[config.mk]
export PLATFORM = sky130hd
export DESIGN_NAME = cp0
export DESIGN_NICKNAME = d
export VERILOG_FILES = /design/src/rtl/cp0_pkg.sv /design/src/rtl/cp0_timer.sv /design/src/rtl/cp0.sv
export SDC_FILE = /design/constraint.sdc
export NUM_CORES = 1
export LEC_CHECK = 0
export BUFFER_PORTS_ARGS = -buffer_cell sky130_fd_sc_hd__buf_2
export CELL_PAD_IN_SITES_DETAIL_PLACEMENT = 2
export CELL_PAD_IN_SITES_GLOBAL_PLACEMENT = 2
export CORE_ASPECT_RATIO = 1.75
export CORE_MARGIN = 10
export CORE_UTILIZATION = 26
export DETAILED_ROUTE_END_ITERATION = 16
export PLACE_DENSITY_LB_ADDON = 0.1
export SLEW_MARGIN = 20
export SYNTH_ARGS = -nofsm -noshare
export SYNTH_HDL_FRONTEND = slang
export SYNTH_SLANG_ARGS = --single-unit
export TNS_END_PERCENT = 30
[constraint.sdc]
create_clock -name clk -period 2.7 [get_ports clk]
set_input_delay 0 -clock clk [delete_from_list [all_inputs] [get_ports clk]]
set_output_delay 0 -clock clk [all_outputs]
set_load 0.1 [all_outputs]
[src/rtl/cp0_pkg.sv]
// rtl/cp0_pkg.sv - CP0 register numbers, SR bit positions and shared PC vectors
package cp0_pkg;

    localparam logic [4:0] SEL_COUNT   = 5'd9;
    localparam logic [4:0] SEL_COMPARE = 5'd11;
    localparam logic [4:0] SEL_SR      = 5'd12;
    localparam logic [4:0] SEL_CAUSE   = 5'd13;
    localparam logic [4:0] SEL_EPC     = 5'd14;
    localparam logic [4:0] SEL_PRID    = 5'd15;

    localparam int IM_HI = 15;
    localparam int IM_LO = 10;
    localparam int EXL   = 1;
    localparam int IE    = 0;

    localparam logic [31:0] RESET_VECTOR   = 32'h0000_3000;
    localparam logic [31:0] HANDLER_VECTOR = 32'h0000_4180;

    function automatic logic [31:0] word_align(input logic [31:0] addr);
        return {addr[31:2], 2'b00};
    endfunction

endpackage

[src/rtl/cp0_timer.sv]
// rtl/cp0_timer.sv - Count/Compare timer with sticky pending flag (present only with CP0_COUNT_EN)
`ifdef CP0_COUNT_EN
module cp0_timer
    import cp0_pkg::*;
(
    input  logic        clk,
    input  logic        rst,
    input  logic        we,
    input  logic [4:0]  sel,
    input  logic [31:0] din,
    output logic [31:0] count,
    output logic [31:0] compare,
    output logic        pend
);

    logic [31:0] count_q, count_d;
    logic [31:0] compare_q, compare_d;
    logic        pend_q, pend_d;

    always_comb begin
        count_d   = count_q + 32'd1;
        compare_d = compare_q;
        pend_d    = pend_q;
        if (we && sel == SEL_COUNT) begin
            count_d = din;
        end
        if (count_q == compare_q && compare_q != 32'd0) begin
            pend_d = 1'b1;
        end
        // Writing Compare is the software acknowledge for the timer interrupt.
        if (we && sel == SEL_COMPARE) begin
            compare_d = din;
            pend_d    = 1'b0;
        end
    end

    always_ff @(posedge clk) begin
        if (rst) begin
            count_q   <= '0;
            compare_q <= '0;
            pend_q    <= 1'b0;
        end else begin
            count_q   <= count_d;
            compare_q <= compare_d;
            pend_q    <= pend_d;
        end
    end

    assign count   = count_q;
    assign compare = compare_q;
    assign pend    = pend_q;

endmodule
`endif

[src/rtl/cp0.sv]
// rtl/cp0.sv - Coprocessor-0: SR/Cause/EPC/PRId and interrupt request; CP0_COUNT_EN adds Count/Compare timer
module cp0
    import cp0_pkg::*;
#(
    parameter logic [31:0] PRID_VAL = 32'h4D49_5053
) (
    input  logic        clk,
    input  logic        rst,
    input  logic        we,
    input  logic [4:0]  sel,
    input  logic [31:0] din,
    output logic [31:0] dout,
    input  logic [31:0] pc,
    input  logic [5:0]  hw_int,
    input  logic        exl_set,
    input  logic        exl_clr,
    output logic        int_req,
    output logic [31:0] epc
);

    logic [5:0]  im_q, im_d;
    logic        exl_q, exl_d;
    logic        ie_q, ie_d;
    logic [5:0]  ip_q, ip_d;
    logic [31:0] epc_q, epc_d;

    logic [31:0] count;
    logic [31:0] compare;
    logic        timer_pend;
    logic [31:0] sr_val;
    logic [31:0] cause_val;

`ifdef CP0_COUNT_EN
    cp0_timer u_timer (
        .clk     (clk),
        .rst     (rst),
        .we      (we),
        .sel     (sel),
        .din     (din),
        .count   (count),
        .compare (compare),
        .pend    (timer_pend)
    );
`else
    assign count      = '0;
    assign compare    = '0;
    assign timer_pend = 1'b0;
`endif

    always_comb begin
        im_d  = im_q;
        exl_d = exl_q;
        ie_d  = ie_q;
        epc_d = epc_q;
        ip_d  = {hw_int[5] | timer_pend, hw_int[4:0]};
        if (we && sel == SEL_SR) begin
            im_d  = din[IM_HI:IM_LO];
            exl_d = din[EXL];
            ie_d  = din[IE];
        end
        if (we && sel == SEL_EPC) begin
            epc_d = din;
        end
        // Controller strobes only override EXL/EPC; IM and IE keep any same-cycle mtc0.
        if (exl_set) begin
            exl_d = 1'b1;
            epc_d = word_align(pc);
        end else if (exl_clr) begin
            exl_d = 1'b0;
        end
    end

    always_ff @(posedge clk) begin
        if (rst) begin
            im_q  <= '0;
            exl_q <= 1'b0;
            ie_q  <= 1'b0;
            ip_q  <= '0;
            epc_q <= '0;
        end else begin
            im_q  <= im_d;
            exl_q <= exl_d;
            ie_q  <= ie_d;
            ip_q  <= ip_d;
            epc_q <= epc_d;
        end
    end

    always_comb begin
        sr_val               = '0;
        sr_val[IM_HI:IM_LO]  = im_q;
        sr_val[EXL]          = exl_q;
        sr_val[IE]           = ie_q;
        cause_val            = '0;
        cause_val[IM_HI:IM_LO] = ip_q;
    end

    always_comb begin
        dout = '0;
        case (sel)
            SEL_COUNT:   dout = count;
            SEL_COMPARE: dout = compare;
            SEL_SR:      dout = sr_val;
            SEL_CAUSE:   dout = cause_val;
            SEL_EPC:     dout = epc_q;
            SEL_PRID:    dout = PRID_VAL;
            default:     dout = '0;
        endcase
    end

    assign int_req = (|(ip_q & im_q)) & ie_q & ~exl_q;
    assign epc     = epc_q;

endmodule

# ---- Yosys cells after proc, flatten, opt, wreduce, memory -nomap -nowiden
# Cells that the tools add are included.
# Widths: inputs -> output; s select.
dict set report totals {
  reg_bits 46
  inputBits 80
  out_inout_bits 65
  elab_cells 26
}
dict set report classes {
  n_eq_ne 4
  muxes 6
  n_bitwise 4
  n_reduce_logical 6
}
# operator n
set op_table {}
lappend op_table {{$pmux 32 s4} 1}
lappend op_table {{$mux 32} 2}
lappend op_table {{$eq 5x4->1 const B} 4}
lappend op_table {{$and 6x6->6} 1}
lappend op_table {{$reduce_or 6->1} 1}
lappend op_table {{$mux 1} 3}
lappend op_table {{$reduce_bool 3->1} 1}
lappend op_table {{$and 1x1->1} 2}
lappend op_table {{$logic_and 1x1->1} 2}
lappend op_table {{$reduce_bool 2->1} 1}
lappend op_table {{$reduce_or 2->1} 1}
lappend op_table {{$not 1->1} 1}

# ---- Longest topological paths before layout
# Gate-level depths: netlist (run 1).
dict set report logic_depth {
  depth_word 5
  ltp_mapped 6
}

# ---- Least setup slack after synthesis (run 1)
# No wires, ideal clock.
dict set report synth_path {
  kind {register -> output}
  startpoint {register im_q[0]}
  endpoint {output int_req}
  arrival_ns 2.881
  t_required_ns 2.700
  slack_ns -0.181
  path_stages_with_launch 3
  path_buffers 0
  cell_sequence {dfxtp_1 -> a22oi_1 -> a311oi_1}
}
dict set report synth_via {
  elab_chain_cells 4
}
# item line
set synth_lines {}
lappend synth_lines {{start: declaration} cp0.sv:21} ;# logic [5:0] im_q, im_d;
lappend synth_lines {{start signal: assignment} cp0.sv:81} ;# im_q <= im_d;
lappend synth_lines {{$and 6x6->6} cp0.sv:111} ;# assign int_req = (|(ip_q & im_q)) & ie_q & ~exl_q;
lappend synth_lines {{$reduce_or 6->1} cp0.sv:111}
lappend synth_lines {{$and 1x1->1 (2 in series)} cp0.sv:111}
lappend synth_lines {{end: declaration} cp0.sv:17} ;# output logic int_req,
# No other way between the ends.

# ---- Worst setup path after layout (run 1)
dict set report layout_path {
  startpoint {input sel[1]}
  endpoint {output dout[27]}
}
dict set report layout_via {
  elab_chain_cells 2
  word_cells_on_any_way 5
}
# item line
set layout_lines {}
lappend layout_lines {{start: declaration} cp0.sv:10} ;# input logic [4:0] sel,
lappend layout_lines {{$eq 5x4->1} cp0.sv:100} ;# case (sel)
lappend layout_lines {{$pmux 32 s4 (*)} cp0.sv:100}
lappend layout_lines {{end: declaration} cp0.sv:12} ;# output logic [31:0] dout,
# Mark *: on every way between the ends. The rest lies on a longest branch, timed or not.

==> impl_metrics.yaml, run 1 <==
grt:
  grt_usage: 0.167
  overflow: 0
  grt_max_degree: 64
  grt_pass1_wl_um: 19500
  grt_pass1_vias: 3494
  grt_antenna_before_repair: 1
critical_path:
  crit_fanout: 22
  arrival_ps: 1720
  crit_path_end_kind: "output port"
  critPathKind: "in -> out"
  rr_worst_depth: 3
  required_ps: 2700
  startpoint_type: "primary input"
min_path:
  min_path_cells: 3
  hp-class: "in -> reg"
power:
  p_leak_nw: 1.88
  vdd_drop_max_mv: 0.386
  power.density_nw_per_um2: 473
  power_mw: 2.01
synthesis:
  synth_warnings: 0
  synth_fp_nets: 383
  seq_area_frac_synth: 0.346
  yosysMostFrequentCell: "dfxtp_1"
  yosys-top-cells-count: "dfxtp_1, o21ai_0, inv_1"
  ys_top_cells_by_area: "dfxtp_1, a221oi_2, o21ai_0"
  synth_edf_count: 0
  synth_cell_types: 33
  synth_area_per_cell_sq_um: 8.79
  ys.flop_type: "dfxtp_1"
  async_flop_share: 0
  synth_seq_cells: 46
  yosysTopAreaCell: "dfxtp_1"
  syn_inst: 303
  synthesis.area_sq_um: 2660
  yosys.area.top_type_share: 0.346
sta:
  finalSetupTns_ps: 0
  rsz0062_at_grt: "no"
  period_needed_ps: 1720
  finalMaxSlewViolations: 0
  finalHoldViolCount: 0
  timing.fmax_mhz: 580
  hold_ws_ps: 17.9
  finClkSkew_ps: 0
  period_share: 0.638
  setup_viol_count_final: 0
  tightest_slew_ps: 821
  setup_ws_ps: 976
  slew_headroom: 0.453
die:
  die_w_um: 96.5
  dieArea_sq_um: 14900
  io_pins: 145
  rows: 48
  core-area_sq_um: 9970
  die_height_um: 154
  start_util: 0.267
clock_network:
  ctsResizeCount: 0
  root_buffer: "clkbuf_16"
  cts_setup_buffers: 0
  htreeDepth: 2
  clock-sinks: 46
  cts_buffers: 5
  clock_latency_ps: 280
  cts.clk_slew.worst_paths_ps: 60
  clock_path_buffers: 2
  cts_tree: "built"
run:
  cap_violations: 0
finish:
  instances_no_fill: 597
  finalNetCount: 550
  drive_gt1_frac: 0.418
  syn2layout_area_growth_pct: 59.5
drt:
  drc: 0
  postRouteAntennaNets: 0
  initialDrtViolationCount: 103
  vias_per_cell: 5.10
  wl_per_cell_um: 20.9
  vias: 3046
  wirelength_um: 12500
  dr.pass1.iters: 4
placed_design:
  dp.cells: 545
  portBuffers: 142
  gp_congestion: 0.828
  dp_hpwl_um: 9070
  place_ws_ps: 915
outcome:
  status: "finished clean"
kinds of logic after synthesis:
kind of cell / share of synthesized area
AO/OA/AOI/OAI: 0.397
AND/OR/NAND/NOR: 0.120
multiplexers: 0.0235
buffers and inverters: 0.114
flip-flops: 0.346
placed cells by master, fill, tap and decap left out, drive strengths merged, types with 4 or more instances in the layout:
master,count
a21oi,9
a221oi,30
a2bb2oi,4
a31oi,30
and2,15
buf,152
clkbuf,7
dfxtp,46
dlygate4sd3,43
inv,31
mux2i,4
nand3,11
nor2,6
nor2b,8
o21a,9
o21ai,42
final cells by class:
type | instances | area (sq um)
diodes | 1 | 2.50
clock buffers | 7 | 143
clock inverters | 1 | 5.00
fillers | 1143 | 5720
inverters | 31 | 116
multi-input cells | 191 | 1450
flip-flops and latches | 46 | 921
well taps | 125 | 156
repair buffers | 195 | 1450
through the flow:
step	instance area [sq um]	utilization
after floorplan	2670	-
after global placement	3670	0.368
after global routing	4250	0.426
after CTS	4250	0.426
after detailed placement	3670	0.368
final	4250	0.426
registers in the layout, indices dropped and copies added, names as in the netlist:
name and count:
exl_q 1, ie_q 1, epc 32, ip_q 6
im_q 6
routing by layer:
layer | up-vias | track usage | wire [um]
li1 | 1445 | - | -
met1 | 1503 | 0.178 | 4600
met2 | 87 | 0.315 | 6950
met3 | 11 | 0.0288 | 721
met4 | 0 | 0.0438 | 191
met5 | - | 0 | 0
path summary, 6_finish.rpt:
| path | from | endpoint | slack [ps] |
|---|---|---|---|
| max | sel[1] | dout[27] | 980 |
| min | din[10] | im_q[0]$_SDFFE_PP0P_ | 20 |
| max reg2reg | exl_q$_SDFFE_PP0P_ | exl_q$_SDFFE_PP0P_ | 1850 |
| min reg2reg | im_q[2]$_SDFFE_PP0P_ | im_q[2]$_SDFFE_PP0P_ | 500 |
power by group:
group          internal [mW]  leakage, nW  switching, mW
registers              0.717        0.380         0.0286
logic                  0.182         1.43          0.455
clock network          0.368       0.0739          0.261
worst max-delay path, cell delays in order:
cell	delay, ps
buf_2	260
and4b_2	640
buf_12	230
o21a_1	140
buf_2	430
what timing repair did:
action	4_1_cts	5_1_grt
endpoints found under the setup margin	0	0
endpoints found under the hold margin	44	0
hold buffers	43	0
(Power assumes the default switching activity.)
==> run 2, diff against run 1 <==
Settings changed: CORE_UTILIZATION 26 to 22.
Clock period 2.7 ns to 1.5 ns, I/O delays scaled along.
==> run 2 against run 1 <==
Critical path depth is 2 lower. Cell count is 3.5% higher. Largest power group is now clock. Register-to-register slack worse by 1200 ps. Wire length is 3.5% higher. Via count is 0.76% higher. Clock-buffer cell count stayed put. Critical path type is now reg -> out. Combinational power is 92% higher.
==> impl_metrics.yaml, run 2 (same netlist as run 1, synthesis figures left out) <==
critical_path:
  crit_path_end_kind: "output port"
  critPathKind: "reg -> out"
  startpoint_type: "register"
  required_ps: 1500
  crit_fanout: 3
  arrival_ps: 1430
placed_design:
  gp_congestion: 0.771
  dp_hpwl_um: 9500
  dp.cells: 565
  place_area_sq_um: 4120
  portBuffers: 142
  place_ws_ps: 254
clock_network:
  clock_path_buffers: 2
  cts_tree: "built"
  htreeDepth: 2
  cts_buffers: 5
  root_buffer: "clkbuf_16"
  clock_latency_ps: 290
  cts_setup_buffers: 0
  clock-sinks: 46
  cts.clk_slew.worst_paths_ps: 70
drt:
  postRouteAntennaNets: 0
  drc: 0
  vias_per_cell: 4.97
  wirelength_um: 12900
  vias: 3069
  initialDrtViolationCount: 61
  dr.pass1.iters: 3
  wl_per_cell_um: 20.9
sta:
  setup_ws_ps: 67.5
  setup_viol_count_final: 0
  tightest_slew_ps: 594
  period_needed_ps: 1430
  rsz0062_at_grt: "no"
  finalMaxSlewViolations: 0
  period_share: 0.955
  finalHoldViolCount: 0
  timing.fmax_mhz: 698
  finClkSkew_ps: 0
  finalSetupTns_ps: 0
  slew_headroom: 0.604
finish:
  fin_area_sq_um: 4770
  instances_no_fill: 618
  syn2layout_area_growth_pct: 78.9
  final_cell_mix: "buf_2, dlygate4sd3_1, o21ai_0"
  finalNetCount: 559
  largest_reg_flops: 32
  drive_gt1_frac: 0.502
  layout_commonest_cell: "buf_2"
die:
  die_height_um: 166
  rows: 53
  core-area_sq_um: 11900
  io_pins: 145
  die_w_um: 103
  start_util: 0.223
  dieArea_sq_um: 17100
grt:
  grt_usage: 0.149
  grt_max_degree: 64
  grt_pass1_vias: 3443
  grt_pass1_wl_um: 19700
  overflow: 0
  grt_antenna_before_repair: 1
power:
  power.density_nw_per_um2: 838
  p_leak_nw: 2.03
  power_mw: 4.00
  vdd_drop_max_mv: 0.497
min_path:
  hp-class: "in -> reg"
outcome:
  status: "finished clean"
run:
  cap_violations: 0
-- run 2: critical path, stage by stage (launching register included) --
cell and delay [ps]:
dfxtp_1 360, a22oi_1 160, a311oi_4 390, buf_12 220
-- run 2: through the flow --
step	hold WS, ps	utilization
floorplan	128	-
global placement	210	0.345
detailed placement	217	0.345
CTS	37.2	0.399
global route	77.9	0.399
finish	31.7	0.399
-- run 2: worst paths after layout --
kind / from / endpoint / slack (ps) / cells past startpoint
worst min register to register: im_q[5]$_SDFFE_PP0P_ / im_q[5]$_SDFFE_PP0P_ / 510 / 2
worst max register to register: exl_q$_SDFFE_PP0P_ / exl_q$_SDFFE_PP0P_ / 670 / 3
worst max-delay path: im_q[3]$_SDFFE_PP0P_ / int_req / 70 / 3
worst min-delay path: exl_clr / exl_q$_SDFFE_PP0P_ / 30 / 4
-- run 2: where the power goes --
group | switching (mW) | total [mW] | leakage (nW) | internal, mW
logic | 0.839 | 1.22 | 1.55 | 0.376
clock network | 0.503 | 1.44 | 0.0953 | 0.934
registers | 0.0507 | 1.34 | 0.385 | 1.29
total | 1.39 | 4.00 | 2.03 | 2.60
-- run 2: timing repair --
item	in CTS	in global routing
gates resized for setup	1	0
setup endpoints to repair	1	0
endpoints found under the hold margin	45	0
hold buffers	44	0
-- run 2: metal layers --
| metal | up-vias | track usage | part of all wire |
|---|---|---|---|
| met1 | 1502 | 0.157 | 0.38 |
| met4 | 0 | 0.0489 | 0.019 |
| met2 | 90 | 0.283 | 0.56 |
| met5 | - | 0 | 0 |
| li1 | 1466 | - | - |
| met3 | 11 | 0.0300 | 0.050 |
-- run 2: area by class of cell --
class,count,area (sq um)
Multi-Input combinational cell,191,1540
Clock inverter,1,30.0
Antenna cell,1,2.50
Tap cell,137,171
Sequential cell,46,942
Fill cell,1318,7170
Inverter,31,116
Clock buffer,7,164
Timing Repair Buffer,204,1800
==> run 3, diff against run 2 <==
Settings changed: CAP_MARGIN set to 20, GPL_TIMING_DRIVEN set to 0.
==> run 3 against run 2 <==
Die area unchanged. Fmax is 1.9% lower. Sequential share of layout area is 1.9 points higher. Sequential cell count stayed put. Cell area shrank 8.8%. Critical endpoint is now dout[0].
==> impl_metrics.yaml, run 3 (same netlist as run 1, synthesis figures left out) <==
outcome:
  status: "finished clean"
critical_path:
  required_ps: 1500
  startpoint_type: "primary input"
  crit_path_end_kind: "output port"
  arrival_ps: 1460
  critPathKind: "in -> out"
  crit_fanout: 10
power:
  p_clk_frac: 0.376
  power_mw: 4.06
  vdd_drop_max_mv: 0.376
  p_sw_frac: 0.352
  p_sw_mw: 1.43
  power_frac_seq: 0.331
  p_leak_nw: 1.94
  p_comb_frac: 0.293
  p_int_mw: 2.63
  power.density_nw_per_um2: 934
finish:
  fin_area_sq_um: 4350
  regArea_sq_um: 942
  final_cell_mix: "buf_2, dlygate4sd3_1, o21ai_0"
  drive_gt1_frac: 0.481
  utilization: 0.364
  syn2layout_area_growth_pct: 63.2
  layout_commonest_cell: "buf_2"
  finalNetCount: 574
  multiInputGateArea_sq_um: 1540
  n_fill_cell: 1356
  largest_reg_flops: 32
placed_design:
  dp_hpwl_um: 10800
  place_area_sq_um: 3640
  gp_congestion: 0.864
  portBuffers: 139
clock_network:
  clock_path_buffers: 2
  root_buffer: "clkbuf_16"
  clock_latency_ps: 290
  cts_buffers: 5
  cts_tree: "built"
  clock-sinks: 46
  htreeDepth: 2
  cts.clk_slew.worst_paths_ps: 70
grt:
  overflow: 0
  grt_pass1_vias: 3612
  grt_max_degree: 15
  grt_antenna_before_repair: 1
  grt_pass1_wl_um: 20700
  grt_usage: 0.159
die:
  die_height_um: 166
  rows: 53
  start_util: 0.223
  die_w_um: 103
  dieArea_sq_um: 17100
  core-area_sq_um: 11900
  io_pins: 145
sta:
  hold_ws_ps: 24.8
  period_needed_ps: 1460
  finClkSkew_ps: 0
  rsz0062_at_grt: "no"
  finalSetupTns_ps: 0
  finalHoldViolCount: 0
  period_share: 0.973
  slew_headroom: 0.447
  setup_viol_count_final: 0
  finalMaxSlewViolations: 0
  timing.fmax_mhz: 685
  tightest_slew_ps: 829
drt:
  drc: 0
  initialDrtViolationCount: 53
  dr.pass1.iters: 4
  vias_per_cell: 5.06
  vias: 3200
  wirelength_um: 13800
  wl_per_cell_um: 21.8
  postRouteAntennaNets: 0
min_path:
  hp-class: "in -> reg"
run:
  cap_violations: 0
run 3: repair_timing:
action | CTS | global route
endpoints found under the hold margin | 45 | 0
resized for setup | 17 | 2
pin swaps | 1 | 1
buffers inserted | 1 | 1
setup endpoints to repair | 22 | 14
hold buffers | 44 | 0
cloned | 0 | 0
run 3: cell type report:
| type | instances | area share |
|---|---|---|
| clock inverter | 2 | 0.0138 |
| timing repair buffer | 185 | 0.273 |
| multi-input combinational | 191 | 0.355 |
| sequential | 46 | 0.217 |
| buffer | 34 | 0.0423 |
| tap | 137 | 0.0394 |
| inverter | 31 | 0.0268 |
| antenna | 1 | 0.000576 |
| clock buffer | 6 | 0.0320 |
run 3: path summary, 6_finish.rpt:
kind	start	to	slack, ps	cells after the start
max	sel[4]	dout[0]	40	5
min	exl_clr	exl_q$_SDFFE_PP0P_	20	4
max reg2reg	exl_q$_SDFFE_PP0P_	exl_q$_SDFFE_PP0P_	650	3
min reg2reg	epc[8]$_SDFFE_PP0P_	epc[8]$_SDFFE_PP0P_	510	2
run 3: power groups by stage:
stage / logic [mW] / registers [mW] / clock network, mW
after floorplan: 0.400 / 1.77 / 0
after global placement: 1.08 / 1.37 / 0
after detailed placement: 1.10 / 1.37 / 0
after CTS: 1.20 / 1.35 / 1.58
after global routing: 1.26 / 1.35 / 1.61
final: 1.19 / 1.34 / 1.53
run 3: stage by stage:
| step | instances | worst slack [ps] |
|---|---|---|
| final | 633 | 40.3 |
| after detailed placement | 579 | -519 |
| after CTS | 632 | 18.5 |
| after global routing | 633 | 3.93 |
| after global placement | 579 | -496 |
| after floorplan | 303 | -299 |
run 3: critical path: stages:
cell      delay, ps
buf_2           110
nand3b_1        310
clkbuf_2        400
a21oi_4         190
buf_2           440
run 3: metal layers:
| metal | GRT usage | wire length (um) | vias to the layer above |
|---|---|---|---|
| li1 | - | - | 1495 |
| met1 | 0.156 | 4870 | 1599 |
| met2 | 0.318 | 7950 | 95 |
| met3 | 0.0317 | 737 | 11 |
| met4 | 0.0426 | 221 | 0 |
| met5 | 0 | 0 | - |
